--- config.mk ---
export PLATFORM = sky130hd
export DESIGN_NAME = design_1_ma_accum
export DESIGN_NICKNAME = d
export VERILOG_FILES = /design/src/rtl/design_1_ma_accum.sv
export SDC_FILE = /design/constraint.sdc
export NUM_CORES = 1
export LEC_CHECK = 0
export BUFFER_PORTS_ARGS = -buffer_cell sky130_fd_sc_hd__buf_2
export CORE_ASPECT_RATIO = 1.4
export CORE_MARGIN = 2
export CORE_UTILIZATION = 45
export DETAILED_ROUTE_END_ITERATION = 12
export PLACE_DENSITY = 0.73
export SLEW_MARGIN = 10
export SYNTH_ARGS = -nofsm -noshare
export SYNTH_HDL_FRONTEND = slang
export SYNTH_SLANG_ARGS = --single-unit
--- constraint.sdc ---
create_clock -name clk -period 6 [get_ports clk]
set_clock_uncertainty 0.1 [all_clocks]
set_input_delay 1.5 -clock clk [delete_from_list [all_inputs] [get_ports clk]]
set_output_delay 1.5 -clock clk [all_outputs]
set_load 0.02 [all_outputs]
--- src/rtl/design_1_ma_accum.sv ---
`default_nettype none
// ============================================================================
// Module      : design_1_ma_accum
// Description : Group accumulator for the MAC result stream. Sums up to
//               BEATS signed beats (fewer when s_last closes a group early)
//               into a wider wrapping accumulator. Each group total is
//               presented on a registered valid/ready port together with
//               its beat count and a sticky signed-overflow flag.
// Revision    : 1.0 - initial release
// ============================================================================
module design_1_ma_accum #(
    parameter int DATA_WIDTH = 16,
    parameter int ACC_WIDTH  = 32,
    parameter int BEATS      = 4
) (
    input  logic                         clk,
    input  logic                         reset,
    input  logic [DATA_WIDTH-1:0]        s_data,
    input  logic                         s_valid,
    input  logic                         s_last,
    output logic                         s_ready,
    output logic [ACC_WIDTH-1:0]         m_data,
    output logic [$clog2(BEATS+1)-1:0]   m_count,
    output logic                         m_ovf,
    output logic                         m_valid,
    input  logic                         m_ready
);

    localparam int                CNT_W     = $clog2(BEATS + 1);
    localparam logic [CNT_W-1:0]  c_LAST_IDX = CNT_W'(BEATS - 1);
    localparam logic [CNT_W-1:0]  c_ONE      = CNT_W'(1);

    logic [ACC_WIDTH-1:0] r_acc;
    logic [CNT_W-1:0]     r_cnt;
    logic                 r_ovf_acc;
    logic [ACC_WIDTH-1:0] r_m_data;
    logic [CNT_W-1:0]     r_m_count;
    logic                 r_m_ovf;
    logic                 r_m_valid;

    logic [ACC_WIDTH-1:0] w_ext;
    logic [ACC_WIDTH-1:0] w_sum;
    logic                 w_ovf;
    logic                 w_closing;
    logic                 w_accept;

    // Sign-extend the incoming beat and form the wrapping running sum.
    // A freshly cleared accumulator is zero, so the first beat of a group
    // can never raise overflow.
    always_comb begin
        w_ext     = ACC_WIDTH'($signed(s_data));
        w_sum     = r_acc + w_ext;
        w_ovf     = (r_acc[ACC_WIDTH-1] == w_ext[ACC_WIDTH-1]) &&
                    (w_sum[ACC_WIDTH-1] != r_acc[ACC_WIDTH-1]);
        // s_last only counts when the beat is actually presented.
        w_closing = s_valid && ((r_cnt == c_LAST_IDX) || s_last);
        // Only a closing beat needs the output register; it stalls while
        // the register holds a group that is not draining this cycle.
        s_ready   = reset && !(w_closing && r_m_valid && !m_ready);
        w_accept  = s_valid && s_ready;
    end

    // Accumulate open-group beats and hand closed groups to the output
    // register; a drain and a new close on the same edge keep m_valid high.
    always_ff @(posedge clk) begin
        if (!reset) begin
            r_acc     <= '0;
            r_cnt     <= '0;
            r_ovf_acc <= 1'b0;
            r_m_data  <= '0;
            r_m_count <= '0;
            r_m_ovf   <= 1'b0;
            r_m_valid <= 1'b0;
        end else begin
            if (r_m_valid && m_ready) begin
                r_m_valid <= 1'b0;
            end
            if (w_accept) begin
                if (w_closing) begin
                    r_m_data  <= w_sum;
                    r_m_count <= r_cnt + c_ONE;
                    r_m_ovf   <= r_ovf_acc | w_ovf;
                    r_m_valid <= 1'b1;
                    r_acc     <= '0;
                    r_cnt     <= '0;
                    r_ovf_acc <= 1'b0;
                end else begin
                    r_acc     <= w_sum;
                    r_cnt     <= r_cnt + c_ONE;
                    r_ovf_acc <= r_ovf_acc | w_ovf;
                end
            end
        end
    end

    assign m_data  = r_m_data;
    assign m_count = r_m_count;
    assign m_ovf   = r_m_ovf;
    assign m_valid = r_m_valid;

endmodule
`default_nettype wire

==> flow_summary.ini <==
[synth]
synth_top_area_share = 0.3375
ys_ff_latch = 73
netlist_instances = 525
synth_warnings = 0
synth_cell_types = 59
syn_area_um2 = 4330
synth_enable_flop_cells = 0
syn_area_per_cell_um2 = 8.248
yosys.area.top_type = dfxtp_1
ys_top_cells_by_area = dfxtp_1, ha_1, nand2_1
ys_seq_area_frac = 0.3375
synthesis.nets = 580
async_reset_ff_frac = 0
ys.flop_type = dfxtp_1

[cells_and_area]
mostFrequentLayoutCells = dfxtp_1, nand2_1, buf_2
syn_to_final_growth_pct = 14.88
drive_gt1_frac = 0.1640
insertedDiodeCount = 0
mostFrequentLayoutCell = dfxtp_1
fin_nets = 623

[critical_path]
rr_worst_depth = 11
critPathKind = input port to register
r2r_setup_slack_ps = 2510
critical_path.max_stage_delay_ps = 420
endpoint_kind = register
cp_max_fo = 24
required_ps = 6100
crit_chain = buf_2 -> ha_1 -> a21oi_1 -> o21ai_0 -> nor4b_1 -> a22o_1 -> o211ai_2 -> a31oi_2 -> mux2i_1 -> o311ai_1
cp_slowest_cell = buf_2
arrival_ps = 4230
start_kind = input port

[pwr]
pwr-share-clk = 0.382
p_int_mw = 0.9590
p_leak_nw = 2.310
p_seq_frac = 0.393
p_per_area_nw_per_um2 = 275.3
p_sw_mw = 0.4105
irDropWorstVdd_mv = 0.1275
power_switching_share = 0.2997
p_comb_frac = 0.225

[placement]
dp_hpwl_um = 7382
io_buffers = 58
gp_congestion = 0.9069

[route]
drt_iter0_markers = 190
vias_per_cell = 5.726
wl_um = 10350
routedWlPerCell_um = 15.15
vias = 3911
firstDrtPassIters = 4
final_antenna_net_count = 0
drc = 0

[grt]
grt_pass1_vias = 3831
grt_overflow = 0
grt_antenna_before_repair = 0
grt_max_degree = 62
grtUsageTotal = 0.2067
grt_pass1_wl_um = 17350

[timing]
rsz0062_at_grt = false
min_period_ps = 4135
slew_headroom = 0.3046
worstMarginPinSlew_ps = 1043
timing_hold_violations_final = 0
fmax_mhz = 241.9
whs_ps = 349.1
fin_tns_setup_ps = 0
setup_viol = 0
slew_viol_final = 0
finalCritPeriodShare = 0.6891

[hold_path]
whs_path_depth = 2
holdCritPathClass = register to register

[die]
start_util = 0.4604
core_area_um2 = 9407
fp.dieH_um = 120.1
num_rows = 42
die_w_um = 86.91
pin_count = 59
dieArea_um2 = 10430

[clock_network]
htree_levels = 3
clkLatencyLatePin_ps = 350
cts.repair.resized = 0
cts_tree = built
cts.sinks = 73
clock_path_buffers = 2
hold_buffers = 0
clock-root-buffer = clkbuf_16
cts_setup_buffers = 0
cts_buffers = 9
clk_pin_slew_ps = 60

[outcome]
status = finished, final reports clean

[flow_run]
drv_cap = 0
==> layer usage <==
| layer | wire (µm) | global-route usage | up-vias |
|---|---|---|---|
| met5 | 0 | 0 | - |
| met4 | 221 | 0.1055 | 0 |
| met3 | 367 | 0.03095 | 18 |
| met2 | 5452 | 0.3698 | 98 |
| met1 | 4307 | 0.2307 | 1817 |
| li1 | - | - | 1978 |
==> logic make-up after synthesis <==
kind of cell	after synthesis	share of synthesized area
AO/OA/AOI/OAI	149	0.2340
XOR/XNOR	28	0.05663
adder cells (fa/ha/maj)	34	0.09997
buffers and inverters	39	0.03438
flip-flops	73	0.3375
multiplexers	6	0.01416
AND/OR/NAND/NOR	196	0.2233
==> worst max-delay path: cells and delay by family <==
family	cells	cell delay, ps
multiplexers	1	240
buffers and inverters	1	420
AO/OA/AOI/OAI	6	1250
AND/OR/NAND/NOR	1	370
adder cells (fa/ha/maj)	1	420
==> Yosys cell counts (4+ instances only) <==
| library cell | n |
|---|---|
| a21oi_1 | 34 |
| a22o_1 | 4 |
| o211ai_1 | 4 |
| o21ai_0 | 47 |
| buf_1 | 4 |
| nand2_1 | 67 |
| clkbuf_1 | 24 |
| inv_1 | 9 |
| xnor2_1 | 19 |
| mux2i_1 | 5 |
| and3_1 | 15 |
| nand4_1 | 6 |
| a21o_1 | 12 |
| nor3_1 | 9 |
| and2_1 | 9 |
| nor2b_1 | 16 |
| a31oi_1 | 4 |
| ha_1 | 33 |
| nand3_1 | 40 |
| dfxtp_1 | 73 |
| nand2b_1 | 4 |
| a22oi_1 | 11 |
| xor2_1 | 9 |
| nor2_1 | 19 |
==> area by class of cell <==
cell class	count	area (µm²)
tap	110	137.6
inverter	9	33.78
fill	886	4432
timing repair buffer	62	320.3
clock inverter	2	10.01
sequential	73	1461
multi-input combinational	413	2728
clock buffer	14	284.0
==> path summary, 6_finish.rpt <==
path                     end  startpoint
hold / removal     m_data[0]   m_data[0]
setup / recovery  m_data[26]  s_data[15]
setup reg to reg   r_acc[31]    r_cnt[0]
hold reg to reg    m_data[0]   m_data[0]
==> state kept, by name, summed over array words and instances, names as in the netlist <==
register / cells
r_acc: 32
r_cnt: 3
m_ovf: 1
m_valid: 1
m_data: 32
m_count: 3
r_ovf_acc: 1
==> through the flow <==
step / cells / worst slack [ps] / power [mW] / cell area (µm²) / util
2_1_floorplan: 525 / 2029 / 0.7734 / 4330 / -
3_3_place_gp: 667 / 1661 / 0.8443 / 4681 / 0.4976
3_5_place_dp: 667 / 1594 / 0.8534 / 4681 / 0.4976
4_1_cts: 683 / 1947 / 1.377 / 4975 / 0.5289
5_1_grt: 683 / 1727 / 1.436 / 4975 / 0.5289
6_report: 683 / 1865 / 1.370 / 4975 / 0.5289
==> power groups by stage <==
stage	logic [mW]	clock network [mW]	registers, mW
after floorplan	0.203	0	0.570
after global placement	0.297	0	0.547
after detailed placement	0.305	0	0.549
after CTS	0.307	0.531	0.539
after global routing	0.340	0.554	0.542
final	0.307	0.523	0.539
No activity file was read; power rests on OpenSTA's default activity.
